## config.mk

```make
export PLATFORM = sky130hd
export DESIGN_NAME = mrly_diag_spi_core_flat
export DESIGN_NICKNAME = d
export VERILOG_FILES = /design/src/rtl/mrly_diag_spi_core_if.sv /design/src/rtl/mrly_diag_spi_core.sv /design/src/flat_wrapper.sv
export SDC_FILE = /design/constraint.sdc
export NUM_CORES = 1
export LEC_CHECK = 0
export ABC_AREA = 1
export CORE_UTILIZATION = 40
export DETAILED_ROUTE_END_ITERATION = 10
export HOLD_SLACK_MARGIN = 0.05
export PLACE_DENSITY = 0.8
export SLEW_MARGIN = 20
export SYNTH_ARGS = -nofsm -noshare
export SYNTH_HDL_FRONTEND = slang
export SYNTH_SLANG_ARGS = --single-unit
```

## constraint.sdc

```tcl
create_clock -name clk -period 2 [get_ports clk]
set_input_delay 0.6 -clock clk [delete_from_list [all_inputs] [get_ports clk]]
set_output_delay 0.6 -clock clk [all_outputs]
set_load 0.01 [all_outputs]
```

## src/rtl/mrly_diag_spi_core_if.sv

```systemverilog
// SPI link between the microcontroller (master) and the relay-card diagnostic core (slave).
// All four lines are plain logic; MISO is always driven by the slave.
interface mrly_diag_spi_core_if;
    logic spi_sclk;
    logic spi_cs_n;
    logic spi_mosi;
    logic spi_miso;

    modport master (
        output spi_sclk,
        output spi_cs_n,
        output spi_mosi,
        input  spi_miso
    );

    modport slave (
        input  spi_sclk,
        input  spi_cs_n,
        input  spi_mosi,
        output spi_miso
    );
endinterface

```

## src/rtl/mrly_diag_spi_core.sv

```systemverilog
// Relay-card housekeeping: TPIC clock divider, heartbeat LED and a mode-0 SPI slave
// that streams the flat relay memory byte-wise. Everything runs in the clk domain.
module mrly_diag_spi_core #(
    parameter int WIDTH           = 432,
    parameter int DIVISOR         = 4,
    parameter int LED_HALF_PERIOD = 12500000
) (
    input  logic                 clk,
    input  logic                 reset,
    input  logic [WIDTH-1:0]     memory,
    output logic                 clk_div,
    output logic                 live_led,
    mrly_diag_spi_core_if.slave  spi
);

    localparam int HALF_DIV = DIVISOR / 2;
    localparam int DIV_W    = (HALF_DIV > 1) ? $clog2(HALF_DIV) : 1;
    localparam int LED_W    = (LED_HALF_PERIOD > 1) ? $clog2(LED_HALF_PERIOD) : 1;
    localparam int IDX_W    = $clog2(WIDTH);

    localparam logic [DIV_W-1:0] DIV_LAST = DIV_W'(HALF_DIV - 1);
    localparam logic [LED_W-1:0] LED_LAST = LED_W'(LED_HALF_PERIOD - 1);
    localparam logic [16:0]      NBYTES   = 17'(WIDTH / 8);
    localparam logic [7:0]       CMD_READ = 8'h03;

    typedef enum logic [2:0] {
        S_IDLE = 3'd0,
        S_CMD  = 3'd1,
        S_ADDR = 3'd2,
        S_DATA = 3'd3,
        S_SKIP = 3'd4
    } spi_state_e;

    // Byte n of the relay memory, or 0x00 beyond the end of the memory.
    function automatic logic [7:0] byte_at(input logic [WIDTH-1:0] mem, input logic [15:0] a);
        logic [IDX_W-1:0] idx;
        logic [7:0]       b;
        idx = IDX_W'({a, 3'b000});
        if ({1'b0, a} < NBYTES) begin
            b = mem[idx +: 8];
        end else begin
            b = 8'h00;
        end
        return b;
    endfunction

    logic [DIV_W-1:0] div_cnt_q, div_cnt_d;
    logic             clk_div_q, clk_div_d;
    logic [LED_W-1:0] led_cnt_q, led_cnt_d;
    logic             led_q, led_d;

    // Divider and heartbeat next-state: both toggle on counter wrap.
    always_comb begin
        div_cnt_d = div_cnt_q + DIV_W'(1);
        clk_div_d = clk_div_q;
        led_cnt_d = led_cnt_q + LED_W'(1);
        led_d     = led_q;
        if (div_cnt_q == DIV_LAST) begin
            div_cnt_d = '0;
            clk_div_d = ~clk_div_q;
        end else begin
            clk_div_d = clk_div_q;
        end
        if (led_cnt_q == LED_LAST) begin
            led_cnt_d = '0;
            led_d     = ~led_q;
        end else begin
            led_d = led_q;
        end
    end

    // Divider and heartbeat registers.
    always_ff @(posedge clk or negedge reset) begin
        if (!reset) begin
            div_cnt_q <= '0;
            clk_div_q <= 1'b0;
            led_cnt_q <= '0;
            led_q     <= 1'b0;
        end else begin
            div_cnt_q <= div_cnt_d;
            clk_div_q <= clk_div_d;
            led_cnt_q <= led_cnt_d;
            led_q     <= led_d;
        end
    end

    assign clk_div  = clk_div_q;
    assign live_led = led_q;

    // sclk gets a third stage so edges can be detected on the synchronized copy.
    logic [2:0] sclk_sync_q;
    logic [1:0] cs_sync_q;
    logic [1:0] mosi_sync_q;

    // SPI input synchronizers; chip select comes out of reset deselected.
    always_ff @(posedge clk or negedge reset) begin
        if (!reset) begin
            sclk_sync_q <= 3'b000;
            cs_sync_q   <= 2'b11;
            mosi_sync_q <= 2'b00;
        end else begin
            sclk_sync_q <= {sclk_sync_q[1:0], spi.spi_sclk};
            cs_sync_q   <= {cs_sync_q[0], spi.spi_cs_n};
            mosi_sync_q <= {mosi_sync_q[0], spi.spi_mosi};
        end
    end

    logic sclk_rise_s, sclk_fall_s, cs_high_s, mosi_s;
    assign sclk_rise_s = sclk_sync_q[1] & ~sclk_sync_q[2];
    assign sclk_fall_s = ~sclk_sync_q[1] & sclk_sync_q[2];
    assign cs_high_s   = cs_sync_q[1];
    assign mosi_s      = mosi_sync_q[1];

    spi_state_e  state_q, state_d;
    logic [4:0]  bit_cnt_q, bit_cnt_d;
    logic [7:0]  cmd_q, cmd_d;
    logic [15:0] addr_q, addr_d;
    logic [7:0]  shift_q, shift_d;
    logic        miso_q, miso_d;

    logic [7:0]  cmd_next_s;
    logic [15:0] addr_next_s;
    logic [15:0] addr_inc_s;
    assign cmd_next_s  = {cmd_q[6:0], mosi_s};
    assign addr_next_s = {addr_q[14:0], mosi_s};
    assign addr_inc_s  = addr_q + 16'd1;

    // SPI FSM next-state; a deselect overrides every state.
    always_comb begin
        state_d   = state_q;
        bit_cnt_d = bit_cnt_q;
        cmd_d     = cmd_q;
        addr_d    = addr_q;
        shift_d   = shift_q;
        miso_d    = miso_q;
        if (cs_high_s) begin
            state_d   = S_IDLE;
            bit_cnt_d = 5'd0;
            miso_d    = 1'b0;
        end else begin
            case (state_q)
                S_IDLE: begin
                    state_d   = S_CMD;
                    bit_cnt_d = 5'd0;
                    miso_d    = 1'b0;
                end
                S_CMD: begin
                    miso_d = 1'b0;
                    if (sclk_rise_s) begin
                        cmd_d = cmd_next_s;
                        if (bit_cnt_q == 5'd7) begin
                            bit_cnt_d = 5'd0;
                            state_d   = (cmd_next_s == CMD_READ) ? S_ADDR : S_SKIP;
                        end else begin
                            bit_cnt_d = bit_cnt_q + 5'd1;
                        end
                    end else begin
                        cmd_d = cmd_q;
                    end
                end
                S_ADDR: begin
                    miso_d = 1'b0;
                    if (sclk_rise_s) begin
                        addr_d = addr_next_s;
                        if (bit_cnt_q == 5'd15) begin
                            bit_cnt_d = 5'd0;
                            shift_d   = byte_at(memory, addr_next_s);
                            state_d   = S_DATA;
                        end else begin
                            bit_cnt_d = bit_cnt_q + 5'd1;
                        end
                    end else begin
                        addr_d = addr_q;
                    end
                end
                S_DATA: begin
                    // The last bit of a byte goes out on the same edge that loads the next byte.
                    if (sclk_fall_s) begin
                        miso_d = shift_q[7];
                        if (bit_cnt_q == 5'd7) begin
                            bit_cnt_d = 5'd0;
                            addr_d    = addr_inc_s;
                            shift_d   = byte_at(memory, addr_inc_s);
                        end else begin
                            bit_cnt_d = bit_cnt_q + 5'd1;
                            shift_d   = {shift_q[6:0], 1'b0};
                        end
                    end else begin
                        miso_d = miso_q;
                    end
                end
                S_SKIP: begin
                    miso_d = 1'b0;
                end
                default: begin
                    state_d   = S_IDLE;
                    bit_cnt_d = 5'd0;
                    miso_d    = 1'b0;
                end
            endcase
        end
    end

    // SPI FSM and datapath registers.
    always_ff @(posedge clk or negedge reset) begin
        if (!reset) begin
            state_q   <= S_IDLE;
            bit_cnt_q <= 5'd0;
            cmd_q     <= 8'h00;
            addr_q    <= 16'h0000;
            shift_q   <= 8'h00;
            miso_q    <= 1'b0;
        end else begin
            state_q   <= state_d;
            bit_cnt_q <= bit_cnt_d;
            cmd_q     <= cmd_d;
            addr_q    <= addr_d;
            shift_q   <= shift_d;
            miso_q    <= miso_d;
        end
    end

    assign spi.spi_miso = miso_q;

endmodule

```

## src/flat_wrapper.sv

```systemverilog
// flat-port wrapper written by rule: the top's interface ports become plain ports
module mrly_diag_spi_core_flat 
#(
    parameter int WIDTH           = 432,
    parameter int DIVISOR         = 4,
    parameter int LED_HALF_PERIOD = 12500000
)
  (clk, reset, memory, clk_div, live_led, spi_spi_sclk, spi_spi_cs_n, spi_spi_mosi, spi_spi_miso);
  mrly_diag_spi_core_if spi_i ();
  input  logic clk;
  input  logic reset;
  input  logic [WIDTH-1:0] memory;
  output logic clk_div;
  output logic live_led;
  input wire logic [$bits(spi_i.spi_sclk)-1:0] spi_spi_sclk;
  input wire logic [$bits(spi_i.spi_cs_n)-1:0] spi_spi_cs_n;
  input wire logic [$bits(spi_i.spi_mosi)-1:0] spi_spi_mosi;
  output wire logic [$bits(spi_i.spi_miso)-1:0] spi_spi_miso;
  assign spi_i.spi_sclk = spi_spi_sclk;
  assign spi_i.spi_cs_n = spi_spi_cs_n;
  assign spi_i.spi_mosi = spi_spi_mosi;
  assign spi_spi_miso = spi_i.spi_miso;
  mrly_diag_spi_core #(.WIDTH(WIDTH), .DIVISOR(DIVISOR), .LED_HALF_PERIOD(LED_HALF_PERIOD)) u_core (.clk(clk), .reset(reset), .memory(memory), .clk_div(clk_div), .live_led(live_led), .spi(spi_i));
endmodule
```

==> flow_summary.toml, run 1 <==
[logic_synthesis]
synthTopCellsByArea = "nand2_1, nand3_1, dfrtp_1"
synth_edf_count = 0
synth_mux_area_share_pct = 0.276
ys.warnings.count = 0
yosys.cell_count.top_type = "nand2_1"
ys_ff_latch = 74
synth-main-ff-cell = "dfrtp_1"
synthAdderAreaFrac_pct = 0.511
syn_area_per_cell_um2 = 5.18
yosys-top-cells-count = "nand2_1, nand3_1, inv_1"
synthCells = 2364
synth_top_area_cell = "nand2_1"
yosys.area_share.simple_pct = 63.7
async_reset_ff_share_pct = 100
synth_xor_area_share_pct = 0.715
synth_top_area_share_pct = 27.8
synth_fp_nets = 2806
synthDistinctLibCells = 42
synth_area_um2 = 12300
synth_compound_area_share_pct = 8.31
synth_top_family_by_area = "simple AND/OR/NAND/NOR gates"
yosysSeqAreaShare_pct = 15.1

[placed_design]
dpl.hpwl_um = 54100
gp_congestion = 1.06
port_buffers = 439

[global_routing]
grt_antenna_before_repair = 7
grt_pass1_vias = 18000
grt_use_total_pct = 43.2
grt_pass1_wl_um = 104000
grt_max_degree = 57
overflow = 0

[cells_and_area]
drive_gt1_share_pct = 12.2
fin_util_pct = 64.1
synthToLayoutAreaGrowth_pct = 56.3
nNetsFinal = 3281

[worst_hold_path]
hold_path.class = "in -> async"

[detailed_routing]
vias_per_cell = 5.92
drtIter0Drc = 2663
route.detailed.drc = 0
wirelength_um = 70100
ant_nets = 0
num_vias = 19200
dr.pass1.iters = 6
wl_per_cell_um = 21.6

[timing]
relSlewSlack_pct = 64.4
min_period_ps = 2180
worst_slack_ps = -181
clock.fmax_mhz = 458
drv_slew = 0
finClkSkew_ps = 4.39
rsz0062_at_grt = "true"
final_hold_viol_count = 0
worst_pin_slew_ps = 534
finalSetupViolations = 8
period_share_pct = 109

[clocking]
root_buffer = "clkbuf_16"
clkTransAtPathRegs_ps = 60
cts.sinks = 74
clk_path_buf_depth = 2
cts_tree = "yes"
cts_buffers = 9
h-tree-depth = 3
worstSkewPairLatency_ps = 340

[floorplan]
fp.dieW_um = 177
dieArea_um2 = 31300
start_util_pct = 41.0
core-area_um2 = 29900
io_pins = 440
die_h_um = 177
rows = 63

[critical_path]
worstSetupEndpointType = "register"
worstPathMaxFanout = 24
required_ps = 2270
cp-start-kind = "register"
critical_path_class = "reg -> reg"
arrival_ps = 2450

[run]
max_cap_viol_count = 0

[power_and_ir_drop]
powerDensity_nw_per_um2 = 652
peakVddDrop_mv = 0.464
power.leakage_nw = 9.06
totalPowerFinal_mw = 12.5

[outcome]
status = "finished with violations"
failed_checks = "negative setup slack"
-- cell usage in the layout, fill, tap and decap left out, drive strengths merged, types with 9 or more instances in the layout --
| master | n |
|---|---|
| a21oi | 52 |
| buf | 180 |
| clkbuf | 14 |
| clkdlybuf4s50 | 438 |
| dfrtp | 72 |
| inv | 163 |
| nand2 | 915 |
| nand3 | 670 |
| nand4 | 16 |
| nor2 | 136 |
| nor3 | 11 |
| nor4 | 11 |
| o211ai | 59 |
| o21ai | 43 |
| or2 | 24 |
| xor2 | 9 |
-- worst max-delay path, stage by stage (launching register included) --
cell	delay, ps
dfrtp_4	510
buf_12	190
inv_16	140
buf_6	220
nand2_1	100
nand3_1	70
nand3_1	170
nand3_1	160
nand3_2	90
nand3_4	130
nand2_1	70
nor2_1	100
nor2_1	50
nor2_1	90
-- cell families (layout without fill, tap and decap cells) --
| kind of cell | after synthesis | in the layout |
|---|---|---|
| and+or+nand+nor | 1785 | 1785 |
| other | 0 | 7 |
| AOI/OAI and AO/OA | 165 | 165 |
| buffers and inverters | 322 | 802 |
| adders and majority gates | 5 | 5 |
| xor gates and xnor gates | 10 | 10 |
| muxes | 3 | 3 |
| DFF | 74 | 74 |
-- repair_timing --
| action | 4_1_cts | 5_1_grt |
|---|---|---|
| endpoints found under the setup margin | 10 | 14 |
| cloned | 1 | 4 |
| setup buffers | 4 | 5 |
| hold buffers | 0 | 0 |
| pin swaps | 10 | 12 |
| resized for setup | 64 | 44 |
-- worst paths after layout --
path                                                  from                         endpoint  slack, ps  depth (start not counted)
max                           u_core.addr_q[0]$_DFFE_PN0P_    u_core.shift_q[0]$_DFFE_PN0P_       -180                         13
min                                                  reset    u_core.led_cnt_q[2]$_DFF_PN0_        240                          1
max reg2reg                   u_core.addr_q[0]$_DFFE_PN0P_    u_core.shift_q[0]$_DFFE_PN0P_       -180                         13
min reg2reg                u_core.mosi_sync_q[0]$_DFF_PN0_  u_core.mosi_sync_q[1]$_DFF_PN0_        350                          0
max in group asynchronous                            reset    u_core.cs_sync_q[1]$_DFF_PN1_       1200                          2
min in group clk           u_core.mosi_sync_q[0]$_DFF_PN0_  u_core.mosi_sync_q[1]$_DFF_PN0_        350                          0
-- power breakdown --
group / switching (mW) / internal (mW) / total [mW] / leakage [nW]
Combinational: 5.29 / 3.79 / 9.08 / 7.98
Sequential: 0.150 / 1.69 / 1.84 / 0.946
Clock: 0.679 / 0.887 / 1.57 / 0.136
-- per-layer routing --
layer / wire length, µm / GRT usage [%]
met5: 13 / 0
met4: 4610 / 26.1
met3: 8430 / 9.66
met2: 31000 / 68.4
met1: 26100 / 53.4
-- metrics by stage --
step	hold WS [ps]	instance area (µm²)	cells	setup slack (ps)	setup TNS (ps)
2_1_floorplan	304	12300	2364	1.62	0
3_3_place_gp	333	18200	3204	-334	-1890
3_5_place_dp	339	18200	3204	-316	-2020
4_1_cts	248	18800	3225	-138	-915
5_1_grt	266	19100	3240	-279	-2170
6_report	240	19100	3241	-181	-1270
-- registers in the layout (all words and copies together) (netlist names) --
name	cells
u_core.mosi_sync_q	2
u_core.shift_q	8
u_core.addr_q	16
u_core.live_led	1
u_core.div_cnt_q	1
u_core.clk_div	1
u_core.sclk_sync_q	3
u_core.state_q	3
u_core.spi.spi_miso	1
u_core.cmd_q	7
u_core.bit_cnt_q	5
u_core.cs_sync_q	2
u_core.led_cnt_q	24
-- layout make-up --
| class | instances | area, µm² |
|---|---|---|
| diodes | 7 | 17.5 |
| clock buffers | 10 | 239 |
| clock inverters | 6 | 50.0 |
| fillers | 2780 | 10700 |
| inverters | 163 | 648 |
| multi-input cells | 1968 | 9400 |
| flip-flops and latches | 74 | 1860 |
| well taps | 390 | 488 |
| repair buffers | 623 | 6450 |
Note: power is estimated with default switching activity, not from simulation.
==> inputs of run 2 (changes only) <==
- ABC_CLOCK_PERIOD_IN_PS: not set -> 2000
- CAP_MARGIN: not set -> 20
==> results of run 2 <==
The final DEF is identical to that of run 1; final timing and power are the same.
==> inputs of run 3 (changes only) <==
- CORE_MARGIN: not set -> 2
==> flow_summary.toml, run 3 (same netlist as run 1, synthesis figures left out) <==
[timing]
clock.fmax_mhz = 447
drv_slew = 0
final_hold_viol_count = 0
tns_ps = -1730
finClkSkew_ps = 6.97
rsz0062_at_grt = "true"
period_share_pct = 112
worst_pin_slew_ps = 508
finalSetupViolations = 8
min_period_ps = 2240
worst_slack_ps = -238
relSlewSlack_pct = 65.8

[global_routing]
grt_pass1_vias = 18400
grt_max_degree = 58
grt_pass1_wl_um = 106000
grt_antenna_before_repair = 15
grt_use_total_pct = 43.2
overflow = 0

[cells_and_area]
layout_common_cells = "nand2_1, nand3_1, clkdlybuf4s50_1"
top_regs = "u_core.led_cnt_q x24, u_core.addr_q x16, u_core.shift_q x8"
drive_gt1_share_pct = 15.5
synthToLayoutAreaGrowth_pct = 63.0
largest_register_ffs = 24
nNetsFinal = 3328
largest_register = "u_core.led_cnt_q"
final_common_cell = "nand2_1"

[critical_path]
max_stage_delay_ps = 520
timing.critical_path.slowest_stage_cell = "dfrtp_4"
worst-path-buf-inv = 4
crit_chain = "ha_4 > buf_12 > buf_12 > buf_12 > buf_6 > nand3_2 > nand3_4 > nand3_4 > nand3_4 > nand2_1 > nand2_1 > nor2_2 > nor2_1 > nor2_1"
cp-start-kind = "register"
worstSetupEndpointType = "register"
required_ps = 2220
arrival_ps = 2460
cp.depth = 14
critPathTopFamily = "simple AND/OR/NAND/NOR gates"
critical_path_class = "reg -> reg"
worstPathMaxFanout = 8
rr_worst_depth = 14

[floorplan]
start_util_pct = 40.4
dieArea_um2 = 32000
die_h_um = 179
rows = 64
fp.dieW_um = 179
io_pins = 440
core-area_um2 = 30300

[detailed_routing]
drtIter0Drc = 2653
wirelength_um = 72500
dr.pass1.iters = 7
wl_per_cell_um = 22.0
num_vias = 19700
route.detailed.drc = 0
ant_nets = 0
vias_per_cell = 5.97

[clocking]
cts_buffers = 9
h-tree-depth = 3
cts_tree = "yes"
cts.sinks = 74
clkTransAtPathRegs_ps = 60
root_buffer = "clkbuf_16"
worstSkewPairLatency_ps = 340
clk_path_buf_depth = 2

[power_and_ir_drop]
power.leakage_nw = 9.45
peakVddDrop_mv = 0.490
powerDensity_nw_per_um2 = 667

[outcome]
failed_checks = "negative setup slack"
status = "finished with violations"

[placed_design]
dpl.hpwl_um = 54300
port_buffers = 439
pre_cts_ws_ps = -308
gp_congestion = 1.06

[run]
max_cap_viol_count = 0

[worst_hold_path]
hold_path.class = "in -> async"
[run 3: power by group]
part           internal, mW  leakage [nW]  switching (mW)
clock                 0.873         0.139           0.652
combinational          4.29          8.37            5.67
sequential             1.69         0.946           0.149
total                  6.85          9.45            6.47
[run 3: worst reg2reg max path, stage by stage (launching register included)]
cell     delay, ps
dfrtp_4        520
ha_4           360
buf_12         130
buf_12         130
buf_12         160
buf_6          120
nand3_2         90
nand3_4        110
nand3_4        100
nand3_4        100
nand2_1         60
nand2_1         70
nor2_2          40
nor2_1          80
nor2_1          50
[run 3: cell type report]
class | count | area [µm²]
Multi-Input combinational cell | 1968 | 9710
Clock inverter | 6 | 40.0
Clock buffer | 10 | 239
Sequential cell | 74 | 1860
Inverter | 163 | 641
Timing Repair Buffer | 670 | 6940
Antenna cell | 15 | 37.5
Fill cell | 2820 | 10400
Tap cell | 396 | 495
[run 3: stage by stage]
step / utilization (%) / instances / cell area (µm²) / total power [mW] / hold slack [ps]
CTS: 63.9 / 3273 / 19400 / 12.6 / 144
global placement: 60.3 / 3237 / 18300 / 9.96 / 337
finish: 65.8 / 3302 / 20000 / 13.3 / 145
floorplan: - / 2364 / 12300 / 6.44 / 304
global route: 65.8 / 3302 / 20000 / 14.1 / 162
detailed placement: 60.3 / 3237 / 18300 / 10.0 / 336
[run 3: final timing paths]
check                                                     start                         endpoint  slack, ps
worst max-delay path               u_core.addr_q[0]$_DFFE_PN0P_    u_core.shift_q[0]$_DFFE_PN0P_       -240
worst min-delay path                                      reset    u_core.addr_q[12]$_DFFE_PN0P_        150
worst max register to register     u_core.addr_q[0]$_DFFE_PN0P_    u_core.shift_q[0]$_DFFE_PN0P_       -240
worst min register to register  u_core.mosi_sync_q[0]$_DFF_PN0_  u_core.mosi_sync_q[1]$_DFF_PN0_        360
max in group asynchronous                                 reset    u_core.cs_sync_q[1]$_DFF_PN1_       1290
min in group clk                u_core.mosi_sync_q[0]$_DFF_PN0_  u_core.mosi_sync_q[1]$_DFF_PN0_        360
[run 3: repair_timing]
item                       4_1_cts  5_1_grt
hold buffers                     0        0
gates cloned                     6        5
setup endpoints to repair        8       22
gates resized for setup        106       78
pin swaps                       55       34
buffers inserted                15        9
[run 3: routing by layer]
| metal | vias up | GRT usage, % | part of all wire (%) |
|---|---|---|---|
| met3 | 355 | 8.72 | 12 |
| met4 | 0 | 27.4 | 7.1 |
| met5 | - | 0 | 0 |
| met2 | 1503 | 68.5 | 44 |
| met1 | 8967 | 53.4 | 37 |
| li1 | 8878 | - | - |
